==> src/rtl/if_id_fetch.sv <==
// Instruction fetch stage with IF/ID pipeline register, one-entry skid buffer
// and redirect handling that drains an outstanding memory request before refetching.
module if_id_fetch #(
  parameter logic [31:0] RESET_PC = 32'h0000_0000
) (
  input  logic        clk_i,
  input  logic        rst_i,
  output logic        imem_req_o,
  output logic [31:0] imem_addr_o,
  input  logic        imem_ack_i,
  input  logic [31:0] imem_data_i,
  input  logic        stall_i,
  input  logic        redirect_i,
  input  logic [31:0] redirect_pc_i,
  output logic [31:0] instr_o,
  output logic [15:0] imm16_o,
  output logic [31:0] pc_plus4_o,
  output logic        valid_o
);

  localparam int unsigned XLEN  = 32;
  localparam int unsigned IMM_W = 16;
  localparam logic [XLEN-1:0] ALIGN_MASK = ~XLEN'(3);
  localparam logic [XLEN-1:0] PC_STEP    = XLEN'(4);

  typedef enum logic [1:0] {
    FETCH = 2'd0,
    FULL  = 2'd1,
    DRAIN = 2'd2
  } state_e;

  typedef struct packed {
    logic [XLEN-1:0] instr;
    logic [XLEN-1:0] pc_plus4;
  } ifid_t;

  state_e          state_q, state_d;
  logic [XLEN-1:0] pc_q, pc_d;
  logic [XLEN-1:0] tgt_q, tgt_d;
  ifid_t           skid_q, skid_d;
  ifid_t           out_q, out_d;
  logic            valid_q, valid_d;

  logic            req_c;
  logic            ack_c;
  logic [XLEN-1:0] pc_inc_c;
  logic [XLEN-1:0] redir_pc_c;
  ifid_t           fetched_c;

  // Request is dropped while the skid holds an instruction and during reset;
  // an ack seen without a request is ignored.
  assign req_c      = !rst_i && (state_q != FULL);
  assign ack_c      = imem_ack_i && req_c;
  assign pc_inc_c   = pc_q + PC_STEP;
  assign redir_pc_c = redirect_pc_i & ALIGN_MASK;
  assign fetched_c  = {imem_data_i, pc_inc_c};

  always_comb begin
    state_d = state_q;
    pc_d    = pc_q;
    tgt_d   = tgt_q;
    skid_d  = skid_q;
    out_d   = out_q;
    valid_d = valid_q;

    unique case (state_q)
      FETCH: begin
        if (redirect_i) begin
          valid_d = 1'b0;
          if (ack_c) begin
            pc_d = redir_pc_c;
          end else begin
            tgt_d   = redir_pc_c;
            state_d = DRAIN;
          end
        end else if (ack_c) begin
          pc_d = pc_inc_c;
          if (stall_i) begin
            skid_d  = fetched_c;
            state_d = FULL;
          end else begin
            out_d   = fetched_c;
            valid_d = 1'b1;
          end
        end else if (!stall_i) begin
          valid_d = 1'b0;
        end
      end

      FULL: begin
        if (redirect_i) begin
          valid_d = 1'b0;
          pc_d    = redir_pc_c;
          state_d = FETCH;
        end else if (!stall_i) begin
          out_d   = skid_q;
          valid_d = 1'b1;
          state_d = FETCH;
        end
      end

      DRAIN: begin
        // Address stays on the abandoned fetch until memory answers it.
        valid_d = 1'b0;
        if (ack_c) begin
          pc_d    = redirect_i ? redir_pc_c : tgt_q;
          state_d = FETCH;
        end else if (redirect_i) begin
          tgt_d = redir_pc_c;
        end
      end

      default: begin
        valid_d = 1'b0;
        state_d = FETCH;
      end
    endcase
  end

  always_ff @(posedge clk_i) begin
    if (rst_i) begin
      state_q <= FETCH;
      pc_q    <= RESET_PC & ALIGN_MASK;
      tgt_q   <= '0;
      skid_q  <= '0;
      out_q   <= '0;
      valid_q <= 1'b0;
    end else begin
      state_q <= state_d;
      pc_q    <= pc_d;
      tgt_q   <= tgt_d;
      skid_q  <= skid_d;
      out_q   <= out_d;
      valid_q <= valid_d;
    end
  end

  assign imem_req_o  = req_c;
  assign imem_addr_o = pc_q;
  assign instr_o     = out_q.instr;
  assign imm16_o     = out_q.instr[IMM_W-1:0];
  assign pc_plus4_o  = out_q.pc_plus4;
  assign valid_o     = valid_q;

endmodule

==> config.mk <==
export PLATFORM = sky130hd
export DESIGN_NAME = if_id_fetch
export DESIGN_NICKNAME = d
export VERILOG_FILES = /design/src/rtl/if_id_fetch.sv
export SDC_FILE = /design/constraint.sdc
export NUM_CORES = 1
export LEC_CHECK = 0
export CAP_MARGIN = 20
export CORE_MARGIN = 1.5
export CORE_UTILIZATION = 35
export CTS_BUF_LIST = sky130_fd_sc_hd__clkbuf_4 sky130_fd_sc_hd__clkbuf_8
export DETAILED_ROUTE_END_ITERATION = 7
export PLACE_DENSITY_LB_ADDON = 0.3
export SETUP_SLACK_MARGIN = 0.1
export SKIP_LAST_GASP = 1
export SLEW_MARGIN = 20
export SYNTH_ARGS = -nofsm -noshare
export SYNTH_HDL_FRONTEND = slang
export SYNTH_SLANG_ARGS = --single-unit
==> constraint.sdc <==
create_clock -name clk_i -period 3.44 [get_ports clk_i]
set_input_delay 0.688 -clock clk_i [delete_from_list [all_inputs] [get_ports clk_i]]
set_output_delay 0.688 -clock clk_i [all_outputs]
set_load 0.01 [all_outputs]
# Yosys cells after proc, flatten, opt, wreduce, memory -nomap -nowiden

Index checks and enable logic that the tools add are counted.

Add/subtract/negate cells: 1
Multipliers: 0
Divide/modulo/power cells: 0
$lt $le $gt $ge: 0
Eq/ne operators: 18
Shift operators: 0
Muxes and demuxes: 31
Bitwise logic cells: 1
Reduce and logical (&&, ||, !) cells: 12

Operators by type and width:

| cell                  | number |
|---|---|
| $mux 64               | 5 |
| $mux 32               | 9 |
| $pmux 64 s2           | 1 |
| $pmux 32 s3           | 1 |
| $pmux 32 s2           | 1 |
| $add 32x3->32 const B | 1 |
| $ne 2x2->1 const B    | 10 |
| $mux 2                | 7 |
| $ne 3x3->1 const B    | 4 |
| $reduce_and 4->1      | 3 |
| $pmux 2 s3            | 1 |
| $reduce_and 6->1      | 1 |
| $mux 1                | 5 |
| $reduce_and 5->1      | 1 |
| $ne 4x4->1 const B    | 1 |
| $reduce_bool 2->1     | 2 |
| $reduce_bool 3->1     | 1 |
| $eq 2x1->1 const B    | 1 |
| $eq 2x2->1 const B    | 1 |
| $logic_and 1x1->1     | 2 |
| $logic_not 2->1       | 1 |
| $ne 2x1->1 const B    | 1 |
| $pmux 1 s2            | 1 |
| $logic_not 1->1       | 1 |
| $not 1->1             | 1 |

Bits in registers: 195
Latch bits: 0
Bits in writable memories: 0
ROM bits: 0
Input bits: 69
Output and inout bits: 114
Word-level logic and storage cells: 71
Memories: 0

# Logic depth before layout (Yosys ltp)

Gate-level depths: netlist (run 1).

Depth after elaboration: 6
Mapped depth: 10
Depth with buffers taken out: 7

# Least setup slack after synthesis (run 1)

OpenSTA, ideal clock, no wires.

Kind: flip-flop to output port
Start: reg state_q[1]
End: out imem_req_o
Arrival: 1.725 ns
Data required time: 2.752 ns
Slack: 1.027 ns
Stages on the path, launching flop included: 8
Buffers on the path: 4
Cell sequence: dfxtp_1 inv_1 ha_1 clkbuf_1 clkbuf_1 clkbuf_1 clkbuf_1 nor2_1

Cells in the longest elaborated chain, start to end: 2

RTL lines:

| element                | RTL line | source |
|---|---|---|
| from (decl)            | 37       | `state_e state_q, state_d;` |
| from (signal assigned) | 129      | `state_q <= state_d;` |
| $ne 2x1->1             | 52       | `assign req_c = !rst_i && (state_q != FULL);` |
| $logic_and 1x1->1      | 52       |  |
| to (decl)              | 8        | `output logic imem_req_o,` |

Every way passes these cells.

# Worst setup path after layout (run 1)

Ends and elaborated chain as after synthesis.

==> results of run 1 <==
[layer usage]
layer | up-vias | track usage
met4 | 0 | 0.0431
met2 | 245 | 0.292
met3 | 17 | 0.0379
li1 | 4349 | -
met5 | - | 0
met1 | 4107 | 0.276
[cell type report]
class,count,area [um2],share of cell area
multi-input cells,828,4860,0.411
repair buffers,214,2130,0.180
clock inverters,15,220,0.0187
clock buffers,17,234,0.0198
well taps,335,419,0.0355
inverters,11,41.3,0.00350
flip-flops and latches,195,3900,0.331
[worst paths after layout]
| kind | slack, ns | startpoint | depth (start not counted) | to |
|---|---|---|---|---|
| max | 0.61 | state_q[1] | 4 | imem_req_o |
| min | 0.46 | pc_plus4_o[6] | 2 | pc_plus4_o[6] |
| max reg2reg | 0.71 | state_q[1] | 6 | imem_addr_o[28] |
| min reg2reg | 0.46 | pc_plus4_o[6] | 2 | pc_plus4_o[6] |
[cell families (layout without fill, tap and decap cells)]
kind of cell             after synthesis  count (layout)  synth area share
buffers and inverters                128             257            0.0609
multiplexers                          45              45            0.0496
AND/OR/NAND/NOR                      404             404             0.197
AO/OA/AOI/OAI                        349             349             0.242
XOR/XNOR                              26              26            0.0245
flip-flops                           195             195             0.420
adder cells (fa/ha/maj)                4               4           0.00539
[worst min-delay path: cells and delay by family (launching register included)]
kind | cells | cell delay, ns
AO/OA/AOI/OAI | 1 | 0.05
AND/OR/NAND/NOR | 1 | 0.05
flip-flops | 1 | 0.33
[registers in the layout (all words and copies together), names as in the netlist]
name	count
instr_o	32
skid_q	64
imem_addr_o	32
pc_plus4_o	32
state_q	2
valid_o	1
tgt_q	32
[where the power goes]
part           internal [W]  switching [W]  total (W)
registers           0.00238       0.000138    0.00252
clock network      0.000591        0.00103    0.00162
logic              0.000483       0.000607    0.00109
[layout by cell type, fill, tap and decap left out, types with 4 or more instances in the layout]
master           count
a211oi_1            56
a21o_1               8
a21oi_1            143
a221oi_1             6
a22o_1              11
a22oi_1             11
a31oi_1             10
a32o_1               5
and3_1              13
buf_12               6
buf_4               29
clkbuf_8            17
clkdlybuf4s50_1    179
clkinv_8             8
dfxtp_1            195
inv_1               10
mux2_2               8
mux2i_1             37
nand2_1            194
nand2b_1             4
nand3_1             20
nand4_1             16
nor2_1              95
nor2b_1              6
nor3_1              17
nor4_1               7
o211ai_1             6
o21ai_0             39
o22ai_1              8
o32ai_1              7
xnor2_1             10
xor2_1              16
[through the flow]
step                       util  power [W]
after CTS                 0.453    0.00527
after floorplan               -    0.00316
final                     0.453    0.00522
after global placement    0.436    0.00363
after detailed placement  0.436    0.00365
after global routing      0.453    0.00547
==> flow_metrics.tcl, run 1 <==
set metrics [dict create \
    status "complete, no violations" \
    highest_layer "met4" \
    place.gp.congestion 0.890 \
    initial_utilization 0.356 \
    synth_cell_types 77 \
    post-cts-setup-buffers 0 \
    clockBufferDepth 2 \
    hold_slack_ns 0.460 \
    die_x_um 166 \
    slew_headroom 0.337 \
    max_stage_delay_ns 0.53 \
    cp_top_family "buffers and inverters" \
    hpwl_mm 18.2 \
    worstPathCellList "inv_1 -> ha_4 -> nor2_1 -> clkdlybuf4s50_1" \
    met2WireLength_mm 12.0 \
    max-cap-violations 0 \
    synth_most_common_cell "dfxtp_1" \
    cts_root_buf "clkbuf_8" \
    syn-num-nets 1224 \
    hp-class "register to register" \
    yosysSeqAreaShare 0.420 \
    diodes 0 \
    post-route-drc-count 0 \
    avgSynthCellArea_um2 8.07 \
    vias 8718 \
    htree_levels 4 \
    postRouteAntennaNets 0 \
    wl_mm 26.8 \
    syn_inst 1151 \
    synth_edf_count 0 \
    async_flop_share 0 \
    cts.sinks 195 \
    setup_ws_ns 0.605 \
    drt_pass1_iterations 5 \
    yosys_register_bits 195 \
    area_growth_pct 27.2 \
    syn-cell-area_um2 9280 \
    viasPerCell 5.40 \
    fmax_mhz 353 \
    grt_max_degree 85 \
    grt_pass1_vias 7729 \
    io_buffers 180 \
    cts_hold_buf 0 \
    post-route-min-period_ns 2.83 \
    layout.nets 1340 \
    cts_resized 0 \
    peakVddDrop_mv 0.248 \
    final_cell_count_no_fill 1615 \
    rows 59 \
    timing_hold_violations_final 0 \
    avgRoutedWirePerCell_um 16.6 \
    critical_path.max_fanout 45 \
    p_leak_nw 3.90 \
    cts_made_buffers 17 \
    crit_required_ns 2.75 \
    criticalPathCategory "register to primary output" \
    maxSlewViolCount 0 \
    final_area_um2 11800 \
    fp.dieH_um 166 \
    drive_gt1_frac 0.0836 \
    start_kind "register" \
    rsz0062_at_grt "false" \
    place_ws_ns 0.464 \
    die_area_um2 27500 \
    gr-total-overflow 0 \
    tns_ns 0 \
    grt_pass1_wl_mm 42.9 \
    crit_arrival_ns 2.15 \
    top_level_ports 183 \
    crit_buf_inv 2 \
    antenna_found_initial 0 \
    setup_violations 0 \
    synth_common_cells "195 x dfxtp_1, 194 x nand2_1, 143 x a21oi_1" \
    tightest_slew_ns 0.993 \
    yosys_most_used_dff "dfxtp_1" \
    end_kind "primary output" \
    path_clk_slew_ns 0.12 \
    drt_iter0_markers 799 \
    synth_area_leaders "dfxtp_1 42%, nand2_1 7.8%, a21oi_1 7.7%" \
    grt_usage 0.191 \
    synth_warnings 0 \
    met3WireLength_mm 1.38 \
    coreArea_um2 26100 \
    met1_length_mm 13.1 \
    skew_ns 0.0191 \
    pwr_density_cell_nw_per_um2 442 \
    fillers 2595 \
    numPlacedInstances 1583 \
    synth.top_cell.area_share 0.420 \
    cts_tree "built" \
    crit_slowest_cell "ha_4" \
    postPlaceCellArea_um2 11400 \
    clk_latency_ns 0.49 \
    yosysTopAreaCell "dfxtp_1" \
    min_period_over_period 0.824 \
]
(Power assumes the default switching activity.)
==> run 2: changes to the inputs <==
- clock period: 3.44 -> 2.9 ns (I/O delays scaled with it)
==> flow_metrics.tcl, run 2 (synthesized netlist as in run 1, its figures left out) <==
set metrics [dict create \
    largest_reg_flops 64 \
    initial_utilization 0.356 \
    crit_buf_inv 2 \
    switching_share 0.331 \
    cp_top_family "buffers and inverters" \
    path_clk_slew_ns 0.12 \
    clockBufferDepth 2 \
    final_cell_mix "195 x dfxtp_1, 194 x nand2_1, 179 x clkdlybuf4s50_1" \
    layout.nets 1353 \
    grt_pass1_vias 7819 \
    crit_slowest_cell "clkdlybuf4s50_1" \
    slew_headroom 0.543 \
    pwr_density_cell_nw_per_um2 525 \
    hold_depth 2 \
    post-route-drc-count 0 \
    grt_usage 0.195 \
    gr-total-overflow 0 \
    grt_pass1_wl_mm 43.8 \
    post-cts-setup-buffers 0 \
    cts_tree "built" \
    crit_arrival_ns 2.00 \
    vias 8734 \
    die_area_um2 27500 \
    worst-path-stages 4 \
    r2r_slack_ns 0.32 \
    cts_made_buffers 17 \
    rows 59 \
    combPwrFrac 0.213 \
    post-route-min-period_ns 2.58 \
    tightest_slew_ns 0.685 \
    fmax_mhz 388 \
    p_seq_frac 0.475 \
    criticalPathCategory "register to primary output" \
    reg2reg_to "skid_q[22]" \
    postRouteAntennaNets 0 \
    postPlaceCellArea_um2 11400 \
    fp.dieH_um 166 \
    cts_hold_buf 0 \
    avgRoutedWirePerCell_um 16.6 \
    min_period_over_period 0.889 \
    coreArea_um2 26100 \
    cts_resized 0 \
    start_kind "register" \
    grt_max_degree 125 \
    final_common_cell "dfxtp_1" \
    power_w 0.00624 \
    cts.sinks 195 \
    max-cap-violations 0 \
    end_kind "primary output" \
    io_buffers 180 \
    final_cell_count_no_fill 1628 \
    status "complete, no violations" \
    setup_violations 0 \
    place.gp.congestion 0.875 \
    holdCritStartpoint "rst_i" \
    r2r_cells 6 \
    drt_pass1_iterations 5 \
    cp-endpoint "imem_req_o" \
    clkPwrFrac 0.312 \
    area_growth_pct 28.2 \
    max_stage_delay_ns 0.59 \
    cp-startpoint "state_q[1]" \
    skew_ns 0.0199 \
    p_leak_nw 3.97 \
    maxSlewViolCount 0 \
    final_area_um2 11900 \
    htree_levels 4 \
    die_x_um 166 \
    hpwl_mm 18.6 \
    peakVddDrop_mv 0.340 \
    hp-class "input port to register" \
    wl_mm 27.1 \
    p_int_w 0.00418 \
    rsz0062_at_grt "false" \
    drive_gt1_frac 0.0928 \
    cts_root_buf "clkbuf_8" \
    r2r-start "imem_addr_o[3]" \
    largest_register "skid_q" \
    viasPerCell 5.36 \
    numPlacedInstances 1596 \
    clk_latency_ns 0.48 \
    critical_path.max_fanout 19 \
    drt_iter0_markers 889 \
    top_level_ports 183 \
    diodes 0 \
    p_sw_w 0.00207 \
    tns_ns 0 \
    crit_required_ns 2.32 \
    worstPathCellList "inv_1 -> ha_4 -> nor2_1 -> clkdlybuf4s50_1" \
    hold_slack_ns 0.419 \
    antenna_found_initial 0 \
    timing_hold_violations_final 0 \
]
## run 2: worst reg2reg max path: cells and delay by family (launching register included)
| kind | cells | cell delay, ns |
|---|---|---|
| and+or+nand+nor | 3 | 1.23 |
| xor gates and xnor gates | 1 | 0.16 |
| adders and majority gates | 1 | 0.32 |
| AOI/OAI and AO/OA | 1 | 0.30 |
| DFF | 1 | 0.48 |
## run 2: layout make-up
class	count	area, um2
tap	335	419
multi-input combinational	828	4860
inverter	11	41.3
timing repair buffer	227	2230
clock buffer	17	234
sequential	195	3900
clock inverter	15	221
fill	2575	14200
## run 2: worst min path at each step
stage | endpoint | slack, ns
floorplan | skid_q[7] | 0.43
global placement | skid_q[7] | 0.44
detailed placement | skid_q[7] | 0.44
CTS | pc_plus4_o[18] | 0.38
global route | pc_plus4_o[18] | 0.41
finish | pc_plus4_o[18] | 0.42
## run 2: metrics by stage
stage | util | setup slack (ns)
6_report | 0.457 | 0.322
5_1_grt | 0.457 | 0.205
4_1_cts | 0.457 | 0.279
3_5_place_dp | 0.439 | 0.192
3_3_place_gp | 0.439 | 0.223
2_1_floorplan | - | 0.495
## run 2: power groups by stage
| stage | registers [W] | logic, W | clock network (W) |
|---|---|---|---|
| 2_1_floorplan | 0.00303 | 0.000717 | 0 |
| 3_3_place_gp | 0.00302 | 0.00131 | 0 |
| 3_5_place_dp | 0.00302 | 0.00132 | 0 |
| 4_1_cts | 0.00296 | 0.00133 | 0.00200 |
| 5_1_grt | 0.00299 | 0.00145 | 0.00212 |
| 6_report | 0.00297 | 0.00133 | 0.00195 |
## run 2: metal layers
metal | track usage | part of all wire | up-vias
li1 | - | - | 4362
met1 | 0.289 | 0.50 | 4078
met2 | 0.292 | 0.44 | 274
met3 | 0.0322 | 0.054 | 20
met4 | 0.0454 | 0.0097 | 0
met5 | 0 | 0 | -
==> run 3: changes to the inputs <==
- SLEW_MARGIN: 20 -> 40
==> results of run 3 <==
The final DEF is identical to that of run 2; final timing and power are the same.
